File: src/rtl/pipe_ctrl_pkg.sv
// Shared constants and types for the pipeline controller:
// creg map, control-op encodings, exception and mode codes.
package pipe_ctrl_pkg;

  typedef enum logic [4:0] {
    CREG_STATUS     = 5'd0,
    CREG_PRE_STATUS = 5'd1,
    CREG_PC         = 5'd2,
    CREG_EXP_VECTOR = 5'd3,
    CREG_CAUSE      = 5'd4,
    CREG_INT_MASK   = 5'd5,
    CREG_IRQ        = 5'd6,
    CREG_EPC        = 5'd7
  } creg_addr_e;

  typedef enum logic [1:0] {
    CTRL_OP_NOP  = 2'd0,
    CTRL_OP_WRCR = 2'd1,
    CTRL_OP_ERET = 2'd2
  } ctrl_op_e;

  localparam logic [2:0] ISA_EXP_NO_EXP = 3'd0;

  localparam logic CPU_KERNEL_MODE = 1'b0;
  localparam logic CPU_USER_MODE   = 1'b1;

  typedef struct packed {
    logic int_en;
    logic exe_mode;
  } status_t;

  typedef struct packed {
    logic       dly;
    logic [2:0] exp_code;
  } cause_t;

  localparam status_t STATUS_RST = '{
    int_en:   1'b0,
    exe_mode: CPU_KERNEL_MODE
  };

  // A faulting branch restarts at the branch itself, one word back.
  function automatic logic [29:0] epc_of(
    input logic [29:0] pc,
    input logic        br
  );
    return br ? pc - 30'd1 : pc;
  endfunction

endpackage

File: src/rtl/pipe_ctrl_creg.sv
// Control-register file: STATUS, PRE_STATUS, EXP_VECTOR, CAUSE,
// INT_MASK, IRQ, EPC plus the registered interrupt detect.
module pipe_ctrl_creg
  import pipe_ctrl_pkg::*;
#(
  parameter logic [29:0] EXP_VECTOR_RST = 30'h0,
  parameter int          IRQ_N          = 8
) (
  input  logic             clk,
  input  logic             rst_n,
  input  logic             i_exp,
  input  logic             i_eret,
  input  logic             i_wrcr,
  input  logic             i_br_flag,
  input  logic [2:0]       i_exp_code,
  input  logic [29:0]      i_mem_pc,
  input  logic [4:0]       i_wr_addr,
  input  logic [31:0]      i_wr_data,
  input  logic [4:0]       i_rd_addr,
  input  logic [29:0]      i_id_pc,
  input  logic [IRQ_N-1:0] i_irq,
  output logic [31:0]      o_rd_data,
  output logic [29:0]      o_exp_vector,
  output logic [29:0]      o_epc,
  output logic             o_exe_mode,
  output logic             o_int_detect
);

  status_t          r_status;
  status_t          r_pre_status;
  logic [29:0]      r_exp_vector;
  cause_t           r_cause;
  logic [IRQ_N-1:0] r_int_mask;
  logic [IRQ_N-1:0] r_irq;
  logic [29:0]      r_epc;
  logic             r_int_detect;

  logic w_wr_en;
  logic w_unused;

  assign w_wr_en  = i_wrcr & (r_status.exe_mode == CPU_KERNEL_MODE);
  assign w_unused = &{1'b0, i_wr_data[31:30]};

  always_ff @(posedge clk or negedge rst_n) begin
    if (!rst_n) begin
      r_status     <= STATUS_RST;
      r_pre_status <= '0;
      r_exp_vector <= EXP_VECTOR_RST;
      r_cause      <= '0;
      r_int_mask   <= '1;
      r_irq        <= '0;
      r_epc        <= '0;
      r_int_detect <= 1'b0;
    end else begin
      r_irq        <= i_irq;
      r_int_detect <= r_status.int_en
                    & (|(i_irq & ~r_int_mask));
      if (i_exp) begin
        r_pre_status <= r_status;
        r_status     <= STATUS_RST;
        r_cause      <= '{dly: i_br_flag,
                          exp_code: i_exp_code};
        r_epc        <= epc_of(i_mem_pc, i_br_flag);
      end else if (i_eret) begin
        r_status <= r_pre_status;
      end else if (w_wr_en) begin
        case (i_wr_addr)
          CREG_STATUS:
            r_status <= status_t'(i_wr_data[1:0]);
          CREG_PRE_STATUS:
            r_pre_status <= status_t'(i_wr_data[1:0]);
          CREG_EXP_VECTOR:
            r_exp_vector <= i_wr_data[29:0];
          CREG_CAUSE:
            r_cause <= cause_t'(i_wr_data[3:0]);
          CREG_INT_MASK:
            r_int_mask <= i_wr_data[IRQ_N-1:0];
          CREG_EPC:
            r_epc <= i_wr_data[29:0];
          default: ;
        endcase
      end
    end
  end

  always_comb begin
    o_rd_data = '0;
    case (i_rd_addr)
      CREG_STATUS:     o_rd_data[1:0] = r_status;
      CREG_PRE_STATUS: o_rd_data[1:0] = r_pre_status;
      CREG_PC:         o_rd_data[29:0] = i_id_pc;
      CREG_EXP_VECTOR: o_rd_data[29:0] = r_exp_vector;
      CREG_CAUSE:      o_rd_data[3:0] = r_cause;
      CREG_INT_MASK:   o_rd_data[IRQ_N-1:0] = r_int_mask;
      CREG_IRQ:        o_rd_data[IRQ_N-1:0] = r_irq;
      CREG_EPC:        o_rd_data[29:0] = r_epc;
      default:         o_rd_data = '0;
    endcase
  end

  assign o_exp_vector = r_exp_vector;
  assign o_epc        = r_epc;
  assign o_exe_mode   = r_status.exe_mode;
  assign o_int_detect = r_int_detect;

endmodule

File: src/rtl/pipe_ctrl.sv
// Pipeline controller: stall/flush strobes, boot restart,
// commit of exception/ERET/WRCR and IF redirect PC.
module pipe_ctrl
  import pipe_ctrl_pkg::*;
#(
  parameter logic [29:0] RESET_VECTOR   = 30'h0,
  parameter logic [29:0] EXP_VECTOR_RST = 30'h0,
  parameter int          IRQ_N          = 8
) (
  input  logic             clk,
  input  logic             reset,
  input  logic [IRQ_N-1:0] irq,
  input  logic             if_busy,
  input  logic             mem_busy,
  input  logic             ld_hazard,
  input  logic [29:0]      id_pc,
  input  logic [29:0]      mem_pc,
  input  logic             mem_en,
  input  logic             mem_br_flag,
  input  logic [1:0]       mem_ctrl_op,
  input  logic [4:0]       mem_dst_addr,
  input  logic [31:0]      mem_out,
  input  logic [2:0]       mem_exp_code,
  input  logic [4:0]       creg_rd_addr,
  output logic [31:0]      creg_rd_data,
  output logic             exe_mode,
  output logic             int_detect,
  output logic             if_stall,
  output logic             id_stall,
  output logic             ex_stall,
  output logic             mem_stall,
  output logic             if_flush,
  output logic             id_flush,
  output logic             ex_flush,
  output logic             mem_flush,
  output logic [29:0]      new_pc
);

  logic        r_boot;
  logic        w_stall;
  logic        w_commit;
  logic        w_exp;
  logic        w_eret;
  logic        w_wrcr;
  logic        w_ld_flush;
  logic [3:0]  w_flush;
  logic [29:0] w_new_pc;
  logic [29:0] w_exp_vector;
  logic [29:0] w_epc;

  assign w_stall  = if_busy | mem_busy;
  assign w_commit = mem_en & ~w_stall & ~r_boot;
  assign w_exp    = w_commit
                  & (mem_exp_code != ISA_EXP_NO_EXP);
  assign w_eret   = w_commit & ~w_exp
                  & (mem_ctrl_op == CTRL_OP_ERET);
  assign w_wrcr   = w_commit & ~w_exp
                  & (mem_ctrl_op == CTRL_OP_WRCR);

  // Kept disjoint from the redirect cases so the decode is one-hot.
  assign w_ld_flush = ld_hazard & ~w_stall & ~r_boot
                    & ~w_exp & ~w_eret;

  always_ff @(posedge clk or negedge reset) begin
    if (!reset) r_boot <= 1'b1;
    else        r_boot <= 1'b0;
  end

  always_comb begin
    w_flush  = 4'b0000;
    w_new_pc = '0;
    unique case (1'b1)
      r_boot: begin
        w_flush  = 4'b1111;
        w_new_pc = RESET_VECTOR;
      end
      w_exp: begin
        w_flush  = 4'b1111;
        w_new_pc = w_exp_vector;
      end
      w_eret: begin
        w_flush  = 4'b1111;
        w_new_pc = w_epc;
      end
      w_ld_flush: w_flush = 4'b0100;
      default: ;
    endcase
  end

  assign if_stall  = w_stall | ld_hazard;
  assign id_stall  = w_stall;
  assign ex_stall  = w_stall;
  assign mem_stall = w_stall;

  assign {if_flush, id_flush,
          ex_flush, mem_flush} = w_flush;
  assign new_pc = w_new_pc;

  pipe_ctrl_creg #(
    .EXP_VECTOR_RST(EXP_VECTOR_RST),
    .IRQ_N         (IRQ_N)
  ) u_creg (
    .clk         (clk),
    .rst_n       (reset),
    .i_exp       (w_exp),
    .i_eret      (w_eret),
    .i_wrcr      (w_wrcr),
    .i_br_flag   (mem_br_flag),
    .i_exp_code  (mem_exp_code),
    .i_mem_pc    (mem_pc),
    .i_wr_addr   (mem_dst_addr),
    .i_wr_data   (mem_out),
    .i_rd_addr   (creg_rd_addr),
    .i_id_pc     (id_pc),
    .i_irq       (irq),
    .o_rd_data   (creg_rd_data),
    .o_exp_vector(w_exp_vector),
    .o_epc       (w_epc),
    .o_exe_mode  (exe_mode),
    .o_int_detect(int_detect)
  );

endmodule

File: config.mk
export PLATFORM = sky130hd
export DESIGN_NAME = pipe_ctrl
export DESIGN_NICKNAME = d
export VERILOG_FILES = /design/src/rtl/pipe_ctrl_pkg.sv /design/src/rtl/pipe_ctrl_creg.sv /design/src/rtl/pipe_ctrl.sv
export SDC_FILE = /design/constraint.sdc
export NUM_CORES = 1
export LEC_CHECK = 0
export CORE_MARGIN = 3
export CORE_UTILIZATION = 46
export CTS_CLUSTER_DIAMETER = 50
export DETAILED_ROUTE_END_ITERATION = 8
export GPL_ROUTABILITY_DRIVEN = 0
export PLACE_DENSITY = 0.84
export SLEW_MARGIN = 20
export SYNTH_ARGS = -nofsm -noshare
export SYNTH_HDL_FRONTEND = slang
export SYNTH_HIERARCHICAL = 1
export SYNTH_SLANG_ARGS = --single-unit
File: constraint.sdc
create_clock -name clk -period 2.65 [get_ports clk]
set_input_delay 0.265 -clock clk [delete_from_list [all_inputs] [get_ports clk]]
set_output_delay 0.265 -clock clk [all_outputs]
set_load 0.02 [all_outputs]
* After elaboration in Yosys (flattened, before gate mapping)
Cells that the tools add are included. W data, S select, Z words.
Storage, ports and cells: logic and storage cells 89, output and inout bits 72, register bits 86
Cells by class: multiplexer cells 23, add/sub/neg operators 1, reductions and logical operators 17, bitwise gates (word level) 21, equality and inequality tests 15
Operators by type and width (number):
- $mux W30 | 5
- $pmux W22 S3 | 1
- $pmux W30 S2 | 1
- $eq A5 B3 Y1 const B | 7
- $sub A30 B1 Y30 const B | 1
- $pmux W4 S5 | 1
- $mux W2 | 8
- $mux W4 | 4
- $pmux W2 S8 | 1
- $eq A5 B2 Y1 const B | 3
- $and A1 B1 Y1 | 12
- $pmux W2 S6 | 1
- $eq A5 B1 Y1 const B | 2
- $logic_not A5 Y1 | 2
- $reduce_and A3 Y1 | 3
- $reduce_bool A3 Y1 | 3
- $and A8 B8 Y8 | 1
- $not A8 Y8 | 1
- $pmux W4 S2 | 1
- $reduce_and A4 Y1 | 2
- $reduce_bool A2 Y1 | 4
- $reduce_or A8 Y1 | 1
- $not A1 Y1 | 5
- $reduce_or A3 Y1 | 1
- other kinds (5) | 6

* Longest topological paths before layout
depth in word-level cells 12, depth in mapped cells 11

* Cells and area by module
Netlist, hierarchy kept.
Modules (own cells, without submodules):
- pipe_ctrl_creg | area an instance 4959.8 µm², instances 1, cells an instance 500
- pipe_ctrl | area an instance 673.1 µm², instances 1, cells an instance 126

* Least setup slack after synthesis
OpenSTA, ideal clock, no wires.
path kind in2reg, start input port mem_exp_code[1], end register u_creg.r_exp_vector[0] (netlist: u_creg/o_exp_vector[0]), buffers on the path 2, arrival 2.473 ns, stages on the path 7, required time 2.525 ns, path slack 0.052 ns, cell sequence or3_1 > buf_6 > nor4b_2 > or4b_2 > nor3_1 > buf_2 > mux2_2
Between the ends: cells in the longest elaborated chain, start to end 7
Ends and longest elaborated chain:
- start, declared | RTL line pipe_ctrl.sv:23 | input logic [2:0] mem_exp_code,
- $reduce_bool A3 Y1 | RTL line pipe_ctrl.sv:54 | & (mem_exp_code != ISA_EXP_NO_EXP);
- $and A1 B1 Y1 | RTL line pipe_ctrl.sv:54
- $not A1 Y1 (no line)
- $and A1 B1 Y1 | RTL line pipe_ctrl.sv:57 | assign w_wrcr = w_commit & ~w_exp
- $and A1 B1 Y1 | RTL line pipe_ctrl.sv:58 | & (mem_ctrl_op == CTRL_OP_WRCR);
- named net w_wrcr | RTL line pipe_ctrl.sv:44 | logic w_wrcr;
- $and A1 B1 Y1 | RTL line pipe_ctrl_creg.sv:41 | assign w_wr_en = i_wrcr & (r_status.exe_mode == CPU_KERNEL_MODE);
- $reduce_and A4 Y1 (no line)
- end signal, assigned | RTL line pipe_ctrl_creg.sv:73 | r_exp_vector <= i_wr_data[29:0];
- end, declared | RTL line pipe_ctrl_creg.sv:31 | logic [29:0] r_exp_vector;
The timed path passes the listed nets, and every way through them passes these cells. A chain may end at the register's enable or synchronous reset.

* Worst setup path after layout
start input port creg_rd_addr[2], end output port creg_rd_data[18]
Between the ends: cells in the longest elaborated chain, start to end 2
Ends and longest elaborated chain:
- start, declared | RTL line pipe_ctrl.sv:24 | input logic [4:0] creg_rd_addr,
- $eq A5 B3 Y1 / $eq A5 B2 Y1 (equally long branches) | RTL line pipe_ctrl_creg.sv:88 | case (i_rd_addr)
- $pmux W22 S3 (*) | RTL line pipe_ctrl_creg.sv:88
- end, declared | RTL line pipe_ctrl.sv:25 | output logic [31:0] creg_rd_data,
Mark *: on every way between the ends. The rest lies on a longest branch, timed or not.

==> flow_metrics.py <==
metrics = {
    "critical_path": {
        "cp_max_fo": 15,
        "reg2reg_depth": 9,
        "critPathTopFamily": "buffers and inverters",
        "cp-end-kind": "output port",
        "crit_top_cell": "clkdlybuf4s50_1",
        "slowest_stage": "clkdlybuf4s50_1",
        "crit_buf_inv": 3,
        "start_kind": "input port",
        "worstPathArrival_ns": 2.38,
        "cp_slowest_stage_delay_ns": 0.62,
        "path_depth": 7,
        "worstPathCellList": "clkdlybuf4s50_1 -> or3b_2 -> nor2_4 -> buf_12 -> a22oi_1 -> nand2_1 -> clkdlybuf4s50_1",
        "criticalPathCategory": "in -> out",
        "required_ns": 2.38,
    },
    "grt": {
        "grt_pass1_wl_um": 32900,
        "grt_pass1_vias": 6317,
        "grt_max_degree": 87,
        "overflow": 0,
        "track_usage": 0.310,
        "antenna_found_initial": 0,
    },
    "routing": {
        "ant_nets": 0,
        "wl_um": 21500,
        "drt_pass1_iterations": 5,
        "route.vias.total": 6273,
        "drcViolationCount": 0,
        "wl_per_cell_um": 22.0,
        "vias_per_cell": 6.40,
        "drt_iter0_markers": 669,
    },
    "placement": {
        "placedInstanceArea_mm2": 0.00797,
        "dp_hpwl_um": 14500,
        "port_buffers": 189,
    },
    "job": {
        "cap_viol_max_count": 0,
    },
    "outcome": {
        "failed_checks": "negative hold slack",
        "outcome": "finished with violations",
    },
    "pwr": {
        "peakVddDrop_mv": 0.353,
        "power_density_mw_per_mm2": 452,
        "p_leak_nw": 3.79,
    },
    "sta": {
        "drv_slew": 0,
        "setup_tns_ns": 0,
        "finClkSkew_ns": 0.00337,
        "grt_setup_unrepaired": "true",
        "setup_viol": 0,
        "max_freq_mhz": 378,
        "min_period_ns": 2.64,
        "finalCritPeriodShare": 0.998,
        "hold_violations": 16,
        "tightest_slew_ns": 0.823,
        "slew_headroom": 0.452,
        "whs_ns": -0.0502,
    },
    "logic_synthesis": {
        "synth_enable_flop_cells": 0,
        "ys_warn_count": 6,
        "synthArstFlopShare": 1.00,
        "yosysSeqAreaShare": 0.384,
        "synth_ff_type": "dfrtp_1",
        "avgSynthCellArea_um2": 9.00,
        "synth.distinct_cells": 54,
        "syn_area_mm2": 0.00563,
        "syn_inst": 626,
        "ys_seq_elements": 86,
    },
    "cells_and_area": {
        "final_common_cell": "clkdlybuf4s50_1",
        "n_antenna_cell": 0,
        "seqCellArea_mm2": 0.00216,
        "multiInputGateArea_mm2": 0.00323,
        "drive_gt1_frac": 0.177,
        "fill_cells": 788,
        "final_cell_mix": "167 x clkdlybuf4s50_1, 94 x nand2_1, 77 x dfrtp_1",
        "fin_util": 0.728,
        "nets": 955,
        "fin_area_mm2": 0.00853,
        "area_delta_synth_final_pct": 51.4,
    },
    "cts": {
        "cts_tree": "built",
        "numClockSinks": 86,
        "clockBufferDepth": 2,
        "htree_levels": 3,
        "cts_root_buffer": "clkbuf_16",
        "path_clk_slew_ns": 0.06,
        "clk_latency_ns": 0.34,
        "cts_hold_buf": 0,
        "numCtsBuffers": 9,
    },
    "die": {
        "die_area_mm2": 0.0136,
        "core_area_mm2": 0.0117,
        "die_h_um": 117,
        "row_count": 39,
        "start_util": 0.481,
        "io_pins": 194,
        "chipWidth_um": 117,
    },
    "min_path": {
        "hold_path.class": "in -> async",
    },
}
flip-flops by register name (all words and copies together) (netlist names):
register	flops
u_creg/o_exp_vector	30
u_creg/r_cause	4
r_boot	1
u_creg/r_irq	8
u_creg/r_int_mask	8
u_creg/o_epc	30
u_creg/o_int_detect	1
u_creg/r_pre_status	2
u_creg/o_exe_mode	1
u_creg/r_status	1
worst paths after layout:
kind	from	end	slack [ns]
max	creg_rd_addr[2]	creg_rd_data[18]	0.005
min	reset	u_creg/r_cause[1]$_DFFE_PN0P_	-0.05
max reg2reg	r_boot$_DFF_PN1_	u_creg/o_exp_vector[6]$_DFFE_PN0P_	0.11
min reg2reg	u_creg/o_exp_vector[5]$_DFFE_PN0P_	u_creg/o_exp_vector[5]$_DFFE_PN0P_	0.53
max in group asynchronous	reset	u_creg/o_epc[15]$_DFFE_PN0P_	2.10
min in group clk	irq[2]	u_creg/r_irq[2]$_DFF_PN0_	0.39
synth_stat cells, types with 9 or more instances:
cell / instances / area [µm²]
nand2_1: 94 / 353
dfrtp_1: 77 / 1930
a21oi_1: 43 / 215
mux2_2: 39 / 439
nand3_1: 35 / 175
clkbuf_1: 29 / 109
a211oi_1: 28 / 210
and3_1: 28 / 175
a22oi_1: 22 / 165
a31oi_1: 18 / 113
mux2i_1: 18 / 180
nor2_1: 17 / 63.8
o21ai_0: 15 / 75.1
buf_2: 12 / 60.1
inv_1: 12 / 45.0
nor3_1: 11 / 55.1
or4_1: 11 / 82.6
dfstp_2: 9 / 236
o31ai_1: 9 / 67.6
per-layer routing:
metal  routed length (µm)  track usage  vias up
met5                    0            0        -
met4                  824        0.148        0
met3                 1950       0.0487       71
met2                10500        0.514      436
met1                 8210        0.397     3025
li1                     -            -     2741
power by group:
group,switching (W),internal [W]
Sequential,0.000143,0.00146
Clock,0.000534,0.000949
Combinational,0.000366,0.000404
Total,0.00104,0.00281
stage by stage:
step | power (W) | hold slack [ns] | setup slack [ns] | instances
3_5_place_dp | 0.00235 | 0.521 | -0.461 | 959
3_3_place_gp | 0.00232 | 0.514 | -0.342 | 959
2_1_floorplan | 0.00190 | -0.0306 | 0.0520 | 627
4_1_cts | 0.00385 | 0.178 | 0.00759 | 978
5_1_grt | 0.00399 | 0.0486 | -0.0431 | 980
6_report | 0.00385 | -0.0502 | 0.00537 | 980
cells by family (layout without fill, tap and decap cells):
kind of cell,count (synthesis),in the layout,synth area share
fa+ha+maj,1,1,0.00222
flops,86,86,0.384
simple gates,242,242,0.227
compound gates,155,155,0.181
xor+xnor,13,13,0.0202
other cells,2,3,0.00133
buf+inv,66,276,0.0582
mux,61,61,0.126
layout make-up:
type,instances,share of cell area
clock buffers,11,0.0285
clock inverters,5,0.0125
inverters,12,0.00528
multi-input cells,475,0.378
flip-flops and latches,86,0.254
well taps,143,0.0210
repair buffers,248,0.301
what timing repair did:
item	in CTS	in global routing
gates cloned	1	1
buffers inserted	2	1
setup endpoints to repair	58	60
pin swaps	1	1
gates resized for setup	7	26
(Power assumes the default switching activity.)
